### config.mk
export PLATFORM = sky130hd
export DESIGN_NAME = phi_copy_sequencer
export DESIGN_NICKNAME = d
export VERILOG_FILES = /design/src/rtl/phi_copy_sequencer.sv
export SDC_FILE = /design/constraint.sdc
export NUM_CORES = 1
export LEC_CHECK = 0
export CORE_MARGIN = 1.5
export CORE_UTILIZATION = 23
export CTS_CLUSTER_SIZE = 8
export DETAILED_ROUTE_END_ITERATION = 10
export PLACE_DENSITY = 0.47
export RECOVER_POWER = 100
export SETUP_SLACK_MARGIN = 0.5
export SLEW_MARGIN = 25
export SYNTH_ARGS = -nofsm -noshare
export SYNTH_HDL_FRONTEND = slang
export SYNTH_SLANG_ARGS = --single-unit
### constraint.sdc
create_clock -name clk -period 2.6 [get_ports clk]
set_input_delay 0.26 -clock clk [delete_from_list [all_inputs] [get_ports clk]]
set_output_delay 0.26 -clock clk [all_outputs]
set_load 0.05 [all_outputs]
### src/rtl/phi_copy_sequencer.sv
// phi_copy_sequencer
// Collects one predecessor block's parallel copy set (dst <- src pairs) and
// replays it as a sequential move stream. A move is issued only when no other
// pending copy still reads its destination. When only cycles remain, the cycle
// is broken by parking one destination in the reserved temporary register.

module phi_copy_sequencer #(
    parameter int REG_W      = 5,
    parameter int MAX_COPIES = 8,
    parameter int TEMP_REG   = 31
) (
    input  logic             clk,
    input  logic             rst,
    input  logic             cfg_valid,
    output logic             cfg_ready,
    input  logic [REG_W-1:0] cfg_dst,
    input  logic [REG_W-1:0] cfg_src,
    input  logic             cfg_last,
    output logic             mv_valid,
    input  logic             mv_ready,
    output logic [REG_W-1:0] mv_dst,
    output logic [REG_W-1:0] mv_src,
    output logic             busy,
    output logic             done,
    output logic             err
);

    localparam int CNT_W = $clog2(MAX_COPIES + 1);
    localparam int IDX_W = (MAX_COPIES > 1) ? $clog2(MAX_COPIES) : 1;
    localparam logic [REG_W-1:0] TEMP = REG_W'(TEMP_REG);

    typedef enum logic [1:0] {
        S_LOAD,
        S_SCAN,
        S_EMIT,
        S_DONE
    } state_t;

    typedef enum logic {
        K_NORMAL,
        K_BREAK
    } kind_t;

    // Control / output registers
    state_t             state_q;
    kind_t              kind_q;
    logic [IDX_W-1:0]   idx_q;
    logic [CNT_W-1:0]   count_q;
    logic               cfg_ready_q;
    logic               mv_valid_q;
    logic [REG_W-1:0]   mv_dst_q;
    logic [REG_W-1:0]   mv_src_q;
    logic               busy_q;
    logic               done_q;
    logic               err_q;

    // Flattened views of the copy table
    logic [REG_W-1:0]      dst_vec [MAX_COPIES];
    logic [REG_W-1:0]      src_vec [MAX_COPIES];
    logic [MAX_COPIES-1:0] pend_vec;
    logic [MAX_COPIES-1:0] ready_vec;
    logic [MAX_COPIES-1:0] dst_hit_vec;
    logic [MAX_COPIES-1:0] break_hit_vec;

    // Decoded strobes
    logic cfg_fire;
    logic is_noop;
    logic uses_temp;
    logic dup_dst;
    logic table_full;
    logic store_en;
    logic beat_err;
    logic mv_fire;
    logic table_clr;

    logic             ready_found;
    logic [IDX_W-1:0] ready_idx;
    logic [IDX_W-1:0] pend_idx;

    assign cfg_ready = cfg_ready_q;
    assign mv_valid  = mv_valid_q;
    assign mv_dst    = mv_dst_q;
    assign mv_src    = mv_src_q;
    assign busy      = busy_q;
    assign done      = done_q;
    assign err       = err_q;

    // Classify the incoming beat and the outgoing handshake
    always_comb begin
        cfg_fire   = (state_q == S_LOAD) && cfg_valid && cfg_ready_q;
        is_noop    = (cfg_dst == cfg_src);
        uses_temp  = (cfg_dst == TEMP) || (cfg_src == TEMP);
        dup_dst    = |dst_hit_vec;
        table_full = (count_q == CNT_W'(MAX_COPIES));
        store_en   = cfg_fire && !is_noop && !uses_temp && !dup_dst && !table_full;
        beat_err   = cfg_fire && !is_noop && (uses_temp || dup_dst || table_full);
        mv_fire    = (state_q == S_EMIT) && mv_valid_q && mv_ready;
        table_clr  = (state_q == S_DONE);
    end

    genvar gi, gj;
    generate
        for (gi = 0; gi < MAX_COPIES; gi++) begin : g_entry
            logic [REG_W-1:0]      dst_q;
            logic [REG_W-1:0]      src_q;
            logic                  pend_q;
            logic [MAX_COPIES-1:0] blk;

            assign dst_vec[gi]  = dst_q;
            assign src_vec[gi]  = src_q;
            assign pend_vec[gi] = pend_q;

            // An entry is blocked while any other pending copy still reads its destination
            for (gj = 0; gj < MAX_COPIES; gj++) begin : g_blk
                if (gi == gj) begin : g_self
                    assign blk[gj] = 1'b0;
                end else begin : g_other
                    assign blk[gj] = pend_vec[gj] && (src_vec[gj] == dst_q);
                end
            end

            assign ready_vec[gi]     = pend_q && !(|blk);
            assign dst_hit_vec[gi]   = pend_q && (dst_q == cfg_dst);
            assign break_hit_vec[gi] = pend_q && (src_q == dst_vec[idx_q]);

            // Per-entry storage: load on accept, retire on a normal move, redirect reads on a break
            always_ff @(posedge clk) begin
                if (rst) begin
                    dst_q  <= '0;
                    src_q  <= '0;
                    pend_q <= 1'b0;
                end else if (table_clr) begin
                    pend_q <= 1'b0;
                end else begin
                    if (store_en && (count_q == CNT_W'(gi))) begin
                        dst_q  <= cfg_dst;
                        src_q  <= cfg_src;
                        pend_q <= 1'b1;
                    end
                    if (mv_fire && (kind_q == K_NORMAL) && (idx_q == IDX_W'(gi))) begin
                        pend_q <= 1'b0;
                    end
                    if (mv_fire && (kind_q == K_BREAK) && break_hit_vec[gi]) begin
                        src_q <= TEMP;
                    end
                end
            end
        end
    endgenerate

    // Lowest-index ready entry and lowest-index pending entry
    always_comb begin
        ready_found = 1'b0;
        ready_idx   = '0;
        pend_idx    = '0;
        for (int i = MAX_COPIES - 1; i >= 0; i--) begin
            if (ready_vec[i]) begin
                ready_found = 1'b1;
                ready_idx   = IDX_W'(i);
            end
            if (pend_vec[i]) begin
                pend_idx = IDX_W'(i);
            end
        end
    end

    // Sequencer FSM with registered handshake and status outputs
    always_ff @(posedge clk) begin
        if (rst) begin
            state_q     <= S_LOAD;
            kind_q      <= K_NORMAL;
            idx_q       <= '0;
            count_q     <= '0;
            cfg_ready_q <= 1'b1;
            mv_valid_q  <= 1'b0;
            mv_dst_q    <= '0;
            mv_src_q    <= '0;
            busy_q      <= 1'b0;
            done_q      <= 1'b0;
            err_q       <= 1'b0;
        end else begin
            done_q <= 1'b0;
            if (beat_err) begin
                err_q <= 1'b1;
            end
            case (state_q)
                S_LOAD: begin
                    if (store_en) begin
                        count_q <= count_q + CNT_W'(1);
                    end
                    if (cfg_fire && cfg_last) begin
                        state_q     <= S_SCAN;
                        cfg_ready_q <= 1'b0;
                        busy_q      <= 1'b1;
                    end
                end
                S_SCAN: begin
                    if (pend_vec == '0) begin
                        state_q <= S_DONE;
                        done_q  <= 1'b1;
                        busy_q  <= 1'b0;
                    end else if (ready_found) begin
                        mv_dst_q   <= dst_vec[ready_idx];
                        mv_src_q   <= src_vec[ready_idx];
                        kind_q     <= K_NORMAL;
                        idx_q      <= ready_idx;
                        mv_valid_q <= 1'b1;
                        state_q    <= S_EMIT;
                    end else begin
                        // Only cycles remain: save one destination before it is overwritten
                        mv_dst_q   <= TEMP;
                        mv_src_q   <= dst_vec[pend_idx];
                        kind_q     <= K_BREAK;
                        idx_q      <= pend_idx;
                        mv_valid_q <= 1'b1;
                        state_q    <= S_EMIT;
                    end
                end
                S_EMIT: begin
                    if (mv_fire) begin
                        mv_valid_q <= 1'b0;
                        state_q    <= S_SCAN;
                    end
                end
                S_DONE: begin
                    count_q     <= '0;
                    cfg_ready_q <= 1'b1;
                    state_q     <= S_LOAD;
                end
                default: begin
                    state_q <= S_LOAD;
                end
            endcase
        end
    end

endmodule

# After elaboration in Yosys (flattened, before gate mapping)
# Cells that the tools add are included.
# totals
ff_bits	113
latch_bits	0
ramBits	0
mem_bits_ro	0
input_bits	15
word_cells	401
n_memories	0
# classes
add_sub_neg	1
mul	0
n_div	0
magnitude_cmp	3
eq_ne	98
n_shift	0
muxes	71
bitwise_logic	7
reduce_logical	186
# op_table
op	count
== test 5 bit	73
two-way mux 5 bit	26
logical AND 1 bit	116
binary-select mux 5 bit (select 3 bit)	4
OR reduction 7 bit	8
two-way mux 3 bit	17
AND reduction 2 bit	20
OR reduction 3 bit	8
nonzero test 2 bit	11
== test 4 x 3 -> 1 bit, second input constant	4
two-way mux 1 bit	16
== test 3 bit, second input constant	4
greater-or-equal comparator 4 bit, second input constant	3
zero test 1 bit	12
inverter 3 -> 4 bit	3
== test 5 bit, second input constant	2
== test 4 x 2 -> 1 bit, second input constant	2
zero test 8 bit	1
!= test 2 bit, second input constant	4
one-hot mux 2 bit (4 select lines)	1
one-hot mux 4 bit (2 select lines)	1
OR reduction 8 bit	1
== test 3 x 2 -> 1 bit, second input constant	2
one-hot mux 1 bit (2 select lines)	3
other kinds (16)	24

# Longest topological paths before layout
# depth
ltp_word	18
mapped_depth	14
mapped_depth_nobuf	10

# Worst setup path before layout
# OpenSTA, ideal clock, no wires.
# synth_path
path_kind	reg2reg
startpoint	register g_entry[7].src_q[4]
endpoint	register mv_dst_q[4], in the netlist mv_dst[4]
setup_time_ns	0.087
arrival_time_ns	2.492
required_ns	2.513
slack_ns	0.021
path_stages_with_launch	13
n_path_buf	2
synth_period_minus_slack_ns	2.579
path_cell_list	dfxtp_1 buf_2 xor2_1 nor4_1 nand3_1 and4_4 and4_4 o211a_1 or2_1 buf_4 mux2i_1 a211o_1 o31ai_1
# synth_between
elab_chain_cells	17
elab_cells_between_ends	54
# synth_lines
item	line	text
start, declared	105	logic [REG_W-1:0] src_q;
start signal, assigned	137	src_q <= cfg_src;
== test 5 bit	118	assign blk[gj] = pend_vec[gj] && (src_vec[gj] == dst_q);
logical AND 1 bit	118	
OR reduction 7 bit	122	assign ready_vec[gi] = pend_q && !(|blk);
zero test 1 bit	122	
logical AND 1 bit	122	
two-way mux 3 bit (7 in series)	157	if (ready_vec[i]) begin
inverter 3 -> 4 bit (not written as such)	203	mv_dst_q <= dst_vec[ready_idx];
binary-select mux 5 bit (select 3 bit)	203	
two-way mux 5 bit (not written as such) (2 in series)	203	
two-way mux 5 bit (*)	202	end else if (ready_found) begin
end signal, assigned	203	
end, declared	51	logic [REG_W-1:0] mv_dst_q;
# Every way passes the cells marked *; elsewhere a longest branch is shown, timed or not. The select of a mux whose other input is x is not followed.
# A chain may end at the register's enable or synchronous reset.

# Worst setup path after layout
# layout_path
startpoint	register g_entry[1].src_q[0]
endpoint	register mv_src_q[0], in the netlist mv_src[0]
# layout_between
elab_chain_cells	18
elab_cells_between_ends	56
# layout_lines
item	line	text
start, declared	105	
start signal, assigned	137	
== test 5 bit	118	
logical AND 1 bit	118	
OR reduction 7 bit	122	
zero test 1 bit	122	
logical AND 1 bit	122	
two-way mux 3 bit (8 in series)	157	
inverter 3 -> 4 bit (not written as such)	204	mv_src_q <= src_vec[ready_idx];
binary-select mux 5 bit (select 3 bit)	204	
two-way mux 5 bit (not written as such) (2 in series)	204	
two-way mux 5 bit (*)	202	
end signal, assigned	204	
end signal, assigned	212	mv_src_q <= dst_vec[pend_idx];
end, declared	52	logic [REG_W-1:0] mv_src_q;
# Marks and branches as above.

==> results by group <==
Run status
  • Outcome: finished, violations left
  • Failing checks: negative setup slack

Floorplanning
  • Die Y: ~220 µm
  • Die Span X: 218 µm
  • Initial Utilization: 0.233
  • Total die area: roughly 0.047 mm²
  • I/O pin cnt: 30
  • Core area: about 0.045 mm²
  • Site Rows: 78

Clock network
  • CTS Root Cell: clkbuf_16
  • Clock latency at the later pin of the worst-skew pair: 0.45 ns
  • Clock H-tree levels: 4
  • Hold buffers post-CTS: 0
  • Clk slew on worst S/H paths: 0.06 ns
  • CTS tree: done
  • Total CTS buffers: 17
  • Clk sinks: 113
  • Clk buf depth: 2

Synthesis
  • Post-Syn Area: 0.0106 mm²
  • Syn Nets: 1,270
  • Avg Synthesized Cell Area: 8.47 µm²
  • Number of library cell types mapped by synthesis: 65
  • Yosys reg bits: 113
  • Cells after Synth: 1,251
  • Post-Synth Adder-Cell Area: 0.00473
  • Asr flop ratio synth: 0
  • Post-synth EDFFs: 0
  • Top_reg_cell synth: dfxtp_1
  • Yosys warnings: 0
  • Register area share after synthesis: 0.214
  • Main combinational cell family by area after synthesis: XOR/XNOR gates
  • Biggest area consumer among synthesized cells: dfxtp_1
  • Xor and xnor area share after synthesis: 0.303
  • Post-synth top area share: 0.214
  • Largest cells by area after synthesis: dfxtp_1, xor2_1, xnor2_1
  • Multiplexer share of the synthesized area: 0.123
  • Simple-gate area share of the yosys netlist: 0.172
  • Compound-Gate Fraction of Synth Area: 0.103

STA
  • Rel. slew slack: 0.490
  • Final Hold Fails: 0
  • Worst clock skew: 0.0140 ns
  • Crit path time final: 2.87 ns
  • FMAX: ~0.35 GHz
  • Hold_ws: 0.149 ns
  • Worst slew pin tran: 0.765 ns
  • RSZ-0062 raised after global routing: true
  • Final setup fails: 78
  • Worst setup margin: -0.266 ns
  • Slew Viols, Final: 0
  • Tcrit/Tclk final: 1.10

Critical path
  • CP max stage delay: 0.49 ns
  • Crit Path Max Fanout: 8
  • CP cell instances: buf_4 > xnor2_1 > nand4_1 > o311ai_2 > nor2_4 > and4b_2 > or3b_4 > a21oi_4 > nor3b_4 > a311oi_2
  • Reg2Reg Depth: 10
  • Critical path's slowest cell: dfxtp_2
  • WP data arrival: 3.22 ns
  • WP data required: 2.96 ns
  • Worst reg2reg setup slack: -0.27 ns
  • R2R Path End: mv_src[0]
  • Startpoint types: flop
  • RR Startpoint: g_entry[1].src_q[0]
  • Critical Path End Type: flop
  • WS Path Type: reg2reg

Final layout
  • Multi-input logic area: 0.00828 mm²
  • Ant. Diodes: 0
  • Final core utilization: 0.357
  • Share of cells above drive strength 1: 0.396
  • Fillers: 4,599
  • Area growth from synthesis to layout: 52.8%
  • Seq. cell area: about 0.0024 mm²
  • NumNets Final: 1,565

GRT
  • Largest net degree at the start of global routing: 54
  • Vias in the first global route: 10,800
  • First-pass GRT wire length: roughly 71,000 µm
  • Grt ovf: 0
  • Initial antenna violation count: 0
  • Total GRT Usage: 0.204

Placed design
  • Post-placement setup slack: -0.566 ns
  • I/O Buffers: 29
  • DP HPWL: 37,400 µm
  • Final GP Congestion: 0.926

Min path
  • Hold Path Cell Cnt: 2
  • Min-delay src: rst
  • Hold path endpoint: idx_q[1]
  • Worst hold path type: in2reg

Drt
  • WL final: 48,100 µm
  • ANT nets after route: 0
  • Vias: 10,800
  • DRC Markers: 0
  • Initial drt markers: 847
  • Vias/cell: 5.01
  • Average wire per standard cell: 22.3 µm
  • Drt pass-1 iters: 5

Power and ir drop
  • Peak supply drop: 0.000494 V
  • P_leak: 7.93 nW
  • Cell Pwr Density: 399 mW/mm²

Job
  • Max-Cap Viols: 0
worst max-delay path, delay by kind of cell (launching register included):
family | cells | cell delay, ns
AOI/OAI and AO/OA | 3 | 0.81
and+or+nand+nor | 5 | 1.19
buffers and inverters | 1 | 0.18
DFF | 1 | 0.49
xor gates and xnor gates | 1 | 0.11
Yosys cell counts, types with 5 or more instances:
cell,count
nand4_1,27
o22ai_1,6
buf_2,72
o31ai_1,6
nand2_1,38
a211o_1,8
buf_4,29
nor2b_1,5
and3_1,15
mux2_2,7
buf_6,8
o21ai_0,15
nor3_1,8
nand3_1,73
nor2_1,61
nor4_1,67
clkbuf_1,29
nand2b_1,6
a31oi_1,11
mux2i_1,84
a221oi_1,7
and4_1,5
mux4_2,14
dfxtp_1,113
a211oi_1,5
xnor2_1,120
nand2_2,6
xor2_1,247
inv_1,14
a21oi_1,66
worst max-delay path by stage:
stage,start,cells after the start,to,slack (ns)
detailed placement,cfg_dst[2],12,g_entry[0].src_q[4],-0.57
global placement,cfg_dst[1],12,g_entry[0].src_q[4],-0.55
CTS,g_entry[0].src_q[1],11,mv_src[3],-0.21
global route,g_entry[0].src_q[2],11,mv_src[0],-0.38
floorplan,g_entry[6].dst_q[1],12,mv_dst[0],0.11
finish,g_entry[1].src_q[0],10,mv_src[0],-0.27
cells in the final DEF, fill, tap and decap left out, drive strengths merged, types with 11 or more instances in the layout:
cell / count
xnor2: 120
nand3: 73
a21oi: 69
buf: 383
and3: 15
dlygate4sd3: 16
nor4: 67
mux2i: 88
dfxtp: 113
nand2: 49
clkbuf: 21
a31oi: 11
o21ai: 21
nand4: 28
xor2: 247
clkdlybuf4s50: 12
inv: 18
nor2: 64
mux4: 14
sequential cells by signal, indices dropped and copies added (netlist names):
signal          cells
busy                1
cfg_ready           1
count_q             4
done                1
err                 1
g_entry.dst_q      40
g_entry.pend_q      8
g_entry.src_q      40
idx_q               3
kind_q              1
mv_dst              5
mv_src              5
mv_valid            1
state_q             2
routing by layer:
metal,vias to the layer above,share of wire,track usage
met1,5332,0.42,0.257
li1,4961,-,-
met5,-,0,0
met2,428,0.47,0.337
met3,95,0.066,0.0402
met4,0,0.040,0.0884
logic make-up after synthesis:
family                   after synthesis
XOR/XNOR                             367
AND/OR/NAND/NOR                      335
AO/OA/AOI/OAI                        165
buffers and inverters                157
flip-flops                           113
multiplexers                         110
adder cells (fa/ha/maj)                4
power breakdown:
| group | internal (mW) | leakage (nW) | switching, mW |
|---|---|---|---|
| Sequential | 1.78 | 0.943 | 0.100 |
| Clock | 1.64 | 0.312 | 0.998 |
| Combinational | 0.915 | 6.67 | 1.01 |
| Total | 4.34 | 7.93 | 2.11 |
area by class of cell:
class,instances,share of cell area
Timing Repair Buffer,414,0.253
Tap cell,600,0.0464
Inverter,14,0.00340
Sequential cell,113,0.146
Clock inverter,14,0.0125
Multi-Input combinational cell,986,0.512
Clock buffer,18,0.0271
through the flow:
step           TNS (ns)  power, mW  instances  instance area [µm²]
2_1_floorplan         0       2.88       1251                10900
3_3_place_gp     -45.66       3.54       2085                14300
3_5_place_dp     -46.18       3.55       2085                14300
4_1_cts           -1.95       6.37       2147                15700
5_1_grt          -11.43       6.68       2159                16200
6_report          -5.13       6.45       2159                16200
repair_timing:
action                                  4_1_cts  5_1_grt
pin swaps                                    79       73
cloned                                        7        0
gates resized for setup                     130      102
setup buffers                                23       12
endpoints found under the setup margin      108      108
Note: power is estimated with default switching activity, not from simulation.
